**config.mk**
```make
export PLATFORM = sky130hd
export DESIGN_NAME = serial_subtractor
export DESIGN_NICKNAME = d
export VERILOG_FILES = /design/src/rtl/serial_subtractor.sv
export SDC_FILE = /design/constraint.sdc
export NUM_CORES = 1
export LEC_CHECK = 0
export CAP_MARGIN = 20
export CORE_ASPECT_RATIO = 0.7
export CORE_UTILIZATION = 55
export DETAILED_ROUTE_END_ITERATION = 16
export GPL_TIMING_DRIVEN = 0
export PLACE_DENSITY = 0.9
export SLEW_MARGIN = 20
export SYNTH_ARGS = -nofsm -noshare
export SYNTH_HDL_FRONTEND = slang
export SYNTH_SLANG_ARGS = --single-unit
```
**constraint.sdc**
```tcl
create_clock -name clk -period 3.8 [get_ports clk]
set_input_delay 0.95 -clock clk [delete_from_list [all_inputs] [get_ports clk]]
set_output_delay 0.95 -clock clk [all_outputs]
set_load 0.1 [all_outputs]
```
**src/rtl/serial_subtractor.sv**
```systemverilog
// ---------------------------------------------------------------------------
// serial_subtractor
//   Bit-serial two's-complement subtractor computing diff = a - b - b_in,
//   one bit per clock, LSB first, through a single full-subtractor cell and
//   a registered borrow. A start/busy/done handshake fronts the datapath.
//
// Ports
//   clk    in   1      rising-edge clock
//   rst_n  in   1      synchronous active-low reset
//   start  in   1      request, sampled only while idle
//   a      in   WIDTH  minuend, captured on accepted start
//   b      in   WIDTH  subtrahend, captured on accepted start
//   b_in   in   1      borrow-in, captured on accepted start
//   busy   out  1      high while bits are being processed
//   done   out  1      one-cycle pulse, diff/b_out/ovf valid
//   diff   out  WIDTH  a - b - b_in (mod 2^WIDTH)
//   b_out  out  1      final borrow (unsigned a < b + b_in)
//   ovf    out  1      signed overflow of the subtraction
// ---------------------------------------------------------------------------
module serial_subtractor #(
    parameter int WIDTH = 8
) (
    input  logic             clk,
    input  logic             rst_n,
    input  logic             start,
    input  logic [WIDTH-1:0] a,
    input  logic [WIDTH-1:0] b,
    input  logic             b_in,
    output logic             busy,
    output logic             done,
    output logic [WIDTH-1:0] diff,
    output logic             b_out,
    output logic             ovf
);

    localparam int CNT_W = (WIDTH > 2) ? $clog2(WIDTH) : 1;

    typedef enum logic [1:0] {
        S_IDLE = 2'd0,
        S_RUN  = 2'd1,
        S_DONE = 2'd2
    } state_t;

    // Full-subtractor cell: returns {borrow_out, difference}.
    function automatic logic [1:0] fs_cell(input logic x, input logic y, input logic bi);
        logic d;
        logic bo;
        d  = x ^ y ^ bi;
        bo = (~x & y) | (~(x ^ y) & bi);
        return {bo, d};
    endfunction

    state_t             r_state;
    state_t             w_next;
    logic [WIDTH-1:0]   r_a;
    logic [WIDTH-1:0]   r_b;
    logic [WIDTH-1:0]   r_res;
    logic               r_br;
    logic [CNT_W-1:0]   r_cnt;
    logic               r_a_msb;
    logic               r_b_msb;
    logic               r_busy;
    logic               r_done;
    logic [WIDTH-1:0]   r_diff;
    logic               r_b_out;
    logic               r_ovf;

    logic [1:0]         w_cell;
    logic               w_d;
    logic               w_bo;
    logic               w_last;

    // Datapath cell on the current LSBs and the end-of-operand flag.
    always_comb begin
        w_cell = fs_cell(r_a[0], r_b[0], r_br);
        w_d    = w_cell[0];
        w_bo   = w_cell[1];
        w_last = (r_cnt == CNT_W'(WIDTH - 1));
    end

    // Next-state logic of the control FSM.
    always_comb begin
        w_next = r_state;
        case (r_state)
            S_IDLE: begin
                if (start) begin
                    w_next = S_RUN;
                end else begin
                    w_next = S_IDLE;
                end
            end
            S_RUN: begin
                if (w_last) begin
                    w_next = S_DONE;
                end else begin
                    w_next = S_RUN;
                end
            end
            S_DONE:  w_next = S_IDLE;
            default: w_next = S_IDLE;
        endcase
    end

    // State register, handshake outputs and serial datapath.
    always_ff @(posedge clk) begin
        if (!rst_n) begin
            r_state <= S_IDLE;
            r_a     <= '0;
            r_b     <= '0;
            r_res   <= '0;
            r_br    <= 1'b0;
            r_cnt   <= '0;
            r_a_msb <= 1'b0;
            r_b_msb <= 1'b0;
            r_busy  <= 1'b0;
            r_done  <= 1'b0;
            r_diff  <= '0;
            r_b_out <= 1'b0;
            r_ovf   <= 1'b0;
        end else begin
            r_state <= w_next;
            r_busy  <= (w_next == S_RUN);
            r_done  <= (w_next == S_DONE);
            case (r_state)
                S_IDLE: begin
                    if (start) begin
                        r_a     <= a;
                        r_b     <= b;
                        r_br    <= b_in;
                        r_a_msb <= a[WIDTH-1];
                        r_b_msb <= b[WIDTH-1];
                        r_cnt   <= '0;
                    end
                end
                S_RUN: begin
                    r_a   <= {1'b0, r_a[WIDTH-1:1]};
                    r_b   <= {1'b0, r_b[WIDTH-1:1]};
                    r_res <= {w_d, r_res[WIDTH-1:1]};
                    r_br  <= w_bo;
                    r_cnt <= r_cnt + CNT_W'(1);
                    // Publish only the complete result; w_d is the MSB here.
                    if (w_last) begin
                        r_diff  <= {w_d, r_res[WIDTH-1:1]};
                        r_b_out <= w_bo;
                        r_ovf   <= (r_a_msb ^ r_b_msb) & (r_a_msb ^ w_d);
                    end
                end
                S_DONE: begin
                end
                default: begin
                end
            endcase
        end
    end

    assign busy  = r_busy;
    assign done  = r_done;
    assign diff  = r_diff;
    assign b_out = r_b_out;
    assign ovf   = r_ovf;

endmodule
```
* Word level (Yosys, flattened, before mapping)
Index checks and enable logic that the tools add are counted.
** Storage, ports and cells
- Register bits :: 44
- Latch bits :: 0
- Bits in writable memories :: 0
- ROM bits :: 0
- Input bits :: 20
- Output and inout bits :: 12
- Word-level logic and storage cells :: 45
- Memories :: 0
** Cells by class
- $add $sub $neg :: 1
- Multiply operators :: 0
- Div/mod/pow operators :: 0
- $lt $le $gt $ge :: 0
- Equality and inequality tests :: 5
- Shift-type cells :: 0
- Muxes and demuxes :: 11
- Bitwise gates (word level) :: 10
- Reductions and logical operators :: 5
** Operator list (number)
- $pmux 8 s2 :: 2
- $mux 8 :: 2
- $pmux 3 s2 :: 1
- $reduce_and 2->1 :: 3
- $eq 2x1->1 const B :: 2
- $pmux 2 s2 :: 1
- $xor 1x1->1 :: 4
- $add 3x1->3 const B :: 1
- $and 1x1->1 :: 3
- $eq 3x3->1 const B :: 1
- $mux 3 :: 1
- $eq 2x2->1 const B :: 1
- $logic_not 2->1 :: 1
- $mux 1 :: 2
- $mux 2 :: 1
- $ne 2x2->1 const B :: 1
- $not 1->1 :: 2
- $pmux 1 s2 :: 1
- $reduce_bool 2->1 :: 1
- $or 1x1->1 :: 1

* Longest topological paths before layout
Gate-level depths: netlist of the first run.
- Word-level depth :: 5
- Gate-level depth with buffers :: 6
- Depth with buffers taken out :: 5

* Worst setup path after synthesis of the first run
No wires, ideal clock.
- Path type :: register to output
- From :: register r_b_out, in the netlist b_out
- To :: output port b_out
- Data arrival time :: 0.925 ns
- Path slack :: 1.925 ns
- Cell stages (with the launch flop) :: 1
- Buffers on the path :: 0
- Path through :: dfxtp_1
** RTL lines
- from (decl) :: line 65 : logic r_b_out;
- from (signal assigned) :: line 144 : r_b_out <= w_bo;
- to (decl) :: line 32 : output logic b_out,
No word-level cell between the ends.

* Worst setup path after layout of the first run
- From :: register r_b_out, in the netlist b_out
- To :: output port b_out
No word-level cell between the ends.

==> out/qor.csv, run 1 <==
metric,value,unit
status,"finished, violations left",
violations,design-rule violations,
irDropWorstVdd,0.239,mV
ys_ff_latch,43,
synthTopCellsByArea,"dfxtp_1 48%, mux2i_1 10%, nand2_1 9.6%, o211a_1 7.8%, a21boi_1 6.2%",
nFillCells,246,
skew,3.58,ps
cts_tree,yes,
hold_viol,0,
netlist_area,1810,sq um
cp_cell_sequence,clkdlybuf4s50_1,
diodes,0,
tightest_slew,973,ps
power.leakage,0.000980,uW
drive_above_1_share,6.67,%
die_area,3520,sq um
grtUsageTotal,23.7,%
gp_congestion,0.763,
vias_per_cell,5.47,
yosysSeqAreaShare,47.6,%
cp_slowest_cell,clkdlybuf4s50_1,
dp_hpwl,2580,um
synth_ff_type,dfxtp_1,
hold_path_class,register to register,
start_kind,register,
synthArstFlopShare,0,%
yosys_warnings,0,
layout_min_cycle_time,2770,ps
cts_setup_buffers,0,
grt_pass1_vias,1363,
syn_nets,209,
port-buffer-count,31,
drc,2,
period_share,72.8,%
clk_latency,300,ps
maxSlewHeadroom,34.9,%
synth_common_cells,"46 x nand2_1, 43 x dfxtp_1, 18 x mux2i_1",
crit_required,2850,ps
cts-root-buf,clkbuf_8,
synth-edff-count,0,
synth_top_area_cell,dfxtp_1,
antenna_left,0,
arrival,1820,ps
vias,1439,
synth_most_common_cell,nand2_1,
areaGrowthSynthToFinish,24.3,%
start_util,57.4,%
grt_overflow,0,
drt_iter0_markers,131,
fin_tns_setup,0,ps
htreeDepth,2,
clk_pin_slew_worst_paths,80,ps
netlist.area_leader.share,47.6,%
synth_cell_types,27,
ctsResizeCount,0,
fin_nets,247,
grt_max_degree,13,
path_class,register to output port,
std_cell_rows,17,
die_h,50.0,um
postCtsHoldBufs,0,
syn_area_per_cell,9.72,sq um
cp-end-kind,output port,
wl,3760,um
cts_buffer_depth,2,
path_max_fanout,2,
die_w,70.5,um
clock-sinks,43,
cp-startpoint,b_out$_SDFFE_PN0P_,
numCtsBuffers,5,
core,3150,sq um
slowest_delay,1150,ps
maxCapViolations,0,
slew_violations,0,
grt_pass1_wl,6260,um
wl_per_cell,14.3,um
antenna_found_initial,0,
crit_family,buffers and inverters,
synth_cells,186,
first_pass_iters,10,
setup_viol,0,
r2r-start,r_cnt[0]$_SDFFE_PN0P_,
boundaryPins,32,
fin_area,2250,sq um
placed_area,2170,sq um
min_from,diff[4]$_SDFFE_PN0P_,
critical_path_buf_inv_count,1,
max_freq,361,MHz
rsz0062_at_grt,false,
power_density,396,nW/um^2
==> flip-flops by register name, summed over array words and instances, names as in the netlist <==
register,flops
r_b_msb,1
busy,1
r_a,8
r_res,7
diff,8
r_br,1
r_b,8
ovf,1
r_cnt,3
done,1
r_state,2
r_a_msb,1
b_out,1
==> where the power goes <==
group	total, uW	leakage, uW	internal [uW]	switching (uW)
registers	484	0.000352	471	13.0
logic	121	0.000586	61.2	59.5
clock network	284	0.0000422	129	155
==> worst paths after layout <==
| path | to | slack, ps | depth (start not counted) |
|---|---|---|---|
| max | b_out | 1030 | 1 |
| min | diff[4]$_SDFFE_PN0P_ | 450 | 2 |
| max reg2reg | b_out$_SDFFE_PN0P_ | 2250 | 6 |
| min reg2reg | diff[4]$_SDFFE_PN0P_ | 450 | 2 |
==> final cells by class <==
| cell class | count | area [sq um] | area share [%] |
|---|---|---|---|
| buffer | 13 | 68.8 | 3.06 |
| inverter | 3 | 11.3 | 0.501 |
| timing repair buffer | 31 | 310 | 13.8 |
| multi-input combinational | 127 | 867 | 38.6 |
| clock buffer | 7 | 76.3 | 3.40 |
| clock inverter | 1 | 5.00 | 0.223 |
| tap | 38 | 47.5 | 2.12 |
| sequential | 43 | 861 | 38.3 |
==> cells in the final DEF, fill, tap and decap left out, drive strengths merged, types with 2 or more instances in the layout <==
cell type	count
a21boi	15
a21oi	3
a22oi	4
and2	3
buf	7
clkbuf	13
clkdlybuf4s50	31
dfxtp	43
ha	2
inv	3
mux2i	18
nand2	46
nand3b	2
nor2b	7
nor3b	4
o211a	14
==> logic make-up (layout without fill, tap and decap cells) <==
family	count (synthesis)	after routing	synth area share, %
AND/OR/NAND/NOR	66	66	17.2
AO/OA/AOI/OAI	40	40	18.3
adder cells (fa/ha/maj)	3	3	2.49
flip-flops	43	43	47.6
buffers and inverters	16	55	4.43
multiplexers	18	18	9.97
==> layer usage <==
layer | GRT usage [%] | part of all wire, % | routed length (um) | vias up
li1 | - | - | - | 711
met1 | 32.0 | 50 | 1870 | 681
met2 | 34.6 | 44 | 1640 | 34
met3 | 6.13 | 3.9 | 147 | 13
met4 | 12.9 | 2.7 | 102 | 0
met5 | 0 | 0 | 0 | -
==> metrics by stage <==
step	setup slack, ps	power (uW)	utilization [%]	cells	hold WS, ps
after global placement	1380	608	68.8	255	440
after detailed placement	1380	613	68.8	255	445
final	1030	889	71.4	263	454
after global routing	1020	921	71.4	263	471
after CTS	1030	891	71.4	263	456
after floorplan	1930	570	-	186	431
(Power assumes the default switching activity.)
==> inputs of run 2 (changes only) <==
--- a/config.mk
+++ b/config.mk
@@ -7,10 +7,10 @@
 export LEC_CHECK = 0
 export CAP_MARGIN = 20
 export CORE_ASPECT_RATIO = 0.7
-export CORE_UTILIZATION = 55
+export CORE_UTILIZATION = 51
 export DETAILED_ROUTE_END_ITERATION = 16
 export GPL_TIMING_DRIVEN = 0
-export PLACE_DENSITY = 0.9
+export PLACE_DENSITY = 0.85
 export SLEW_MARGIN = 20
 export SYNTH_ARGS = -nofsm -noshare
 export SYNTH_HDL_FRONTEND = slang
==> constraint.sdc (replaced) <==
create_clock -name clk -period 2.8 [get_ports clk]
set_input_delay 0.7 -clock clk [delete_from_list [all_inputs] [get_ports clk]]
set_output_delay 0.7 -clock clk [all_outputs]
set_load 0.1 [all_outputs]
==> run 2 against run 1 <==
Against the previous run: the flow now finishes without violations; register-to-register slack lost 930 ps; utilization fell by 0.87 points; count of clock-buffer cells in the layout is 1 lower; clock power up 73%; worst setup slack worse by 700 ps; final area rose by 2.1%; die area rose by 7.6%; first-iteration DRC count shrank 40%; non-clock buffer count unchanged; sequential share of layout area down 0.79 points; power grew 48%; worst hold slack lost 1.3 ps; critical path type unchanged; highest routed layer unchanged.
==> out/qor.csv, run 2 (synthesized netlist as in run 1, its figures left out) <==
metric,value,unit
cp_num_cells,1,
power_switching,301,uW
hold_path_class,register to register,
final_common_cell,nand2_1,
ctsResizeCount,0,
port-buffer-count,31,
gp_congestion,0.757,
timing.rr.end,b_out$_SDFFE_PN0P_,
cp-end-kind,output port,
drc,0,
swShare,22.9,%
drt_iter0_markers,79,
min_from,diff[1]$_SDFFE_PN0P_,
areaGrowthSynthToFinish,26.9,%
cts-root-buf,clkbuf_8,
hold_viol,0,
fin_nets,247,
die_h,51.8,um
boundaryPins,32,
htreeDepth,2,
vias,1423,
timing.hold.ws,452,ps
die_w,73.2,um
antenna_found_initial,0,
cp_slowest_cell,clkdlybuf4s50_1,
power.leakage,0.000999,uW
diodes,0,
setup_viol,0,
grtUsageTotal,22.9,%
start_util,55.6,%
max_freq,405,MHz
p_seq_share,50.1,%
reg2reg_setup_slack,1320,ps
grt_pass1_vias,1375,
cp_cell_sequence,clkdlybuf4s50_1,
grt_pass1_wl,6330,um
r2r-start,r_cnt[0]$_SDFFE_PN0P_,
hold_path_end,diff[1]$_SDFFE_PN0P_,
wl_per_cell,14.3,um
clk_pin_slew_worst_paths,80,ps
power_frac_clock,37.3,%
slowest_delay,1130,ps
path_max_fanout,2,
combPwrFrac,12.6,%
maxSlewHeadroom,34.9,%
antenna_left,0,
crit_required,2100,ps
wl,3890,um
maxCapViolations,0,
die_area,3790,sq um
grt_max_degree,14,
nFillCells,266,
fin_tns_setup,0,ps
std_cell_rows,17,
layout_min_cycle_time,2470,ps
path_class,register to output port,
r2r.worst_path.cells,6,
arrival,1770,ps
power_density,572,nW/um^2
postCtsHoldBufs,0,
start_kind,register,
cts_tree,yes,
cts_buffer_depth,2,
vias_per_cell,5.23,
skew,6.56,ps
mostFrequentLayoutCells,"46 x nand2_1, 43 x dfxtp_1, 31 x clkdlybuf4s50_1, 18 x mux2i_1, 15 x a21boi_1",
drive_above_1_share,7.56,%
clock-sinks,43,
period_share,88.2,%
numCtsBuffers,5,
slew_violations,0,
min_delay_path_depth,2,
cts_setup_buffers,0,
irDropWorstVdd,0.387,mV
grt_overflow,0,
status,"finished, final reports clean",
first_pass_iters,4,
p_int,1010,uW
crit_family,buffers and inverters,
critical_path_buf_inv_count,1,
rsz0062_at_grt,false,
clk_latency,290,ps
core,3250,sq um
dp_hpwl,2830,um
tightest_slew,973,ps
run 2: cell type report:
| cell class | instances | area (sq um) | share of cell area (%) |
|---|---|---|---|
| Multi-Input combinational cell | 127 | 867 | 37.8 |
| Tap cell | 47 | 58.8 | 2.56 |
| Inverter | 3 | 11.3 | 0.491 |
| Sequential cell | 43 | 861 | 37.5 |
| Buffer | 13 | 68.8 | 3.00 |
| Clock buffer | 6 | 82.6 | 3.60 |
| Timing Repair Buffer | 31 | 310 | 13.5 |
| Clock inverter | 2 | 35.0 | 1.53 |
run 2: metal layers:
layer | track usage (%) | up-vias | part of all wire, % | wire length [um]
met3 | 6.98 | 6 | 4.4 | 170
met1 | 28.4 | 677 | 48 | 1870
met4 | 7.84 | 0 | 1.3 | 50
met2 | 38.0 | 28 | 46 | 1800
met5 | 0 | - | 0 | 0
li1 | - | 712 | - | -
run 2: worst max-delay path by stage:
stage / startpoint / to / slack (ps)
floorplan: b_out$_SDFFE_PN0P_ / b_out / 1180
global placement: ovf$_SDFFE_PN0P_ / ovf / 660
detailed placement: diff[7]$_SDFFE_PN0P_ / diff[7] / 650
CTS: diff[7]$_SDFFE_PN0P_ / diff[7] / 310
global route: b_out$_SDFFE_PN0P_ / b_out / 290
finish: diff[7]$_SDFFE_PN0P_ / diff[7] / 330
run 2: stage by stage:
stage | util, % | std cells | cell area, sq um | setup WS (ps) | total power [uW]
2_1_floorplan | - | 186 | 1810 | 1180 | 774
3_3_place_gp | 66.9 | 264 | 2180 | 658 | 824
3_5_place_dp | 66.9 | 264 | 2180 | 649 | 834
4_1_cts | 70.5 | 272 | 2290 | 312 | 1320
5_1_grt | 70.5 | 272 | 2290 | 287 | 1370
6_report | 70.5 | 272 | 2290 | 332 | 1310
run 2: power by group through the flow:
stage          Sequential, uW  Combinational, uW  Clock, uW
3_3_place_gp              668                156          0
4_1_cts                   657                165        500
5_1_grt                   661                181        532
3_5_place_dp              672                163          0
2_1_floorplan             673                100          0
6_report                  657                165        490
==> inputs of run 3 (changes only) <==
--- a/config.mk
+++ b/config.mk
@@ -7,10 +7,11 @@
 export LEC_CHECK = 0
 export CAP_MARGIN = 20
 export CORE_ASPECT_RATIO = 0.7
-export CORE_UTILIZATION = 51
+export CORE_UTILIZATION = 43
+export CTS_CLUSTER_DIAMETER = 200
 export DETAILED_ROUTE_END_ITERATION = 16
 export GPL_TIMING_DRIVEN = 0
-export PLACE_DENSITY = 0.85
+export PLACE_DENSITY = 0.74
 export SLEW_MARGIN = 20
 export SYNTH_ARGS = -nofsm -noshare
 export SYNTH_HDL_FRONTEND = slang
==> run 3 against run 2 <==
Against the previous run: final area decreased by 1.0%; utilization decreased by 13 points; wire length decreased by 12%; worst setup slack got worse by 38 ps; clock power decreased by 20%; worst hold slack about the same; critical path type unchanged; largest power group unchanged.
==> out/qor.csv, run 3 (synthesized netlist as in run 1, its figures left out) <==
metric,value,unit
status,"finished, final reports clean",
layout_min_cycle_time,2510,ps
htreeDepth,2,
tightest_slew,974,ps
cts_buffer_depth,2,
maxSlewHeadroom,34.9,%
rsz0062_at_grt,false,
maxCapViolations,0,
fin_nets,247,
hold_path_class,register to register,
areaGrowthSynthToFinish,25.6,%
irDropWorstVdd,0.318,mV
cp-end-kind,output port,
final_common_cell,nand2_1,
period_share,89.5,%
start_util,45.5,%
grt_max_degree,13,
grtUsageTotal,18.0,%
power.leakage,0.000985,uW
arrival,1810,ps
die_h,56.3,um
start_kind,register,
crit_required,2100,ps
slowest_delay,1150,ps
antenna_left,0,
drt_iter0_markers,108,
wl,3410,um
vias,1385,
cts_setup_buffers,0,
finish.utilization,57.2,%
cp_slowest_cell,clkdlybuf4s50_1,
critical_path_buf_inv_count,1,
postCtsHoldBufs,0,
setup_viol,0,
gp_congestion,0.732,
antenna_found_initial,0,
port-buffer-count,31,
crit_family,buffers and inverters,
numCtsBuffers,5,
clk_latency,290,ps
mostFrequentLayoutCells,"46 x nand2_1, 43 x dfxtp_1, 31 x clkdlybuf4s50_1, 18 x mux2i_1, 15 x a21boi_1",
max_freq,399,MHz
grt_pass1_wl,5930,um
wl_per_cell,12.3,um
fin_tns_setup,0,ps
drc,0,
grt_overflow,0,
core,3970,sq um
grt_pass1_vias,1294,
first_pass_iters,4,
diodes,0,
cp_cell_sequence,clkdlybuf4s50_1,
path_class,register to output port,
hold_viol,0,
clk_pin_slew_worst_paths,70,ps
clock-sinks,43,
cts-root-buf,clkbuf_8,
drive_above_1_share,7.14,%
timing.hold.ws,452,ps
dp_hpwl,2460,um
vias_per_cell,5.02,
placed_area,2180,sq um
skew,1.54,ps
path_max_fanout,2,
slew_violations,0,
cts_tree,yes,
power_density,532,nW/um^2
ctsResizeCount,0,
boundaryPins,32,
die_w,79.5,um
std_cell_rows,19,
fin_area,2270,sq um
die_area,4470,sq um
==> run 3: changes by cell type in the layout (fill, tap and decap cells not counted) <==
| cell | delta |
|---|---|
| bufinv_16 | -1 |
==> run 3: worst reg2reg max path, stage by stage (launching register included) <==
cell     delay [ps]
dfxtp_1         330
ha_1            210
ha_1            200
and3b_1         230
buf_2           200
o211a_1         210
==> run 3: cell type report <==
cell class | instances | area (sq um)
fill | 352 | 1700
multi-input combinational | 127 | 867
sequential | 43 | 861
timing repair buffer | 31 | 310
clock buffer | 6 | 82.6
buffer | 13 | 68.8
tap | 52 | 65.1
inverter | 3 | 11.3
clock inverter | 1 | 5.00
==> run 3: power by group <==
| part | leakage (uW) | switching (uW) | internal [uW] |
|---|---|---|---|
| Sequential | 0.000352 | 16.4 | 640 |
| Combinational | 0.000586 | 76.6 | 82.9 |
| Clock | 0.0000470 | 199 | 193 |
==> run 3: metrics by stage <==
stage / worst slack (ps) / cells / total power (uW)
after floorplan: 1180 / 186 / 774
after global placement: 621 / 269 / 829
after detailed placement: 633 / 269 / 830
after CTS: 281 / 276 / 1230
after global routing: 241 / 276 / 1280
final: 294 / 276 / 1210
==> run 3: worst paths after layout <==
kind                          from                    to  slack [ps]  cells past startpoint
max             b_out$_SDFFE_PN0P_                 b_out         290                      1
min reg2reg   diff[6]$_SDFFE_PN0P_  diff[6]$_SDFFE_PN0P_         450                      2
max reg2reg  r_cnt[0]$_SDFFE_PN0P_    b_out$_SDFFE_PN0P_        1330                      5
min           diff[6]$_SDFFE_PN0P_  diff[6]$_SDFFE_PN0P_         450                      2
==> run 3: routing by layer <==
metal / vias up / wire length, um / track usage [%]
met5: - / 0 / 0
met4: 0 / 32 / 6.23
met2: 23 / 1410 / 25.2
li1: 712 / - / -
met3: 4 / 163 / 7.97
met1: 646 / 1800 / 24.4
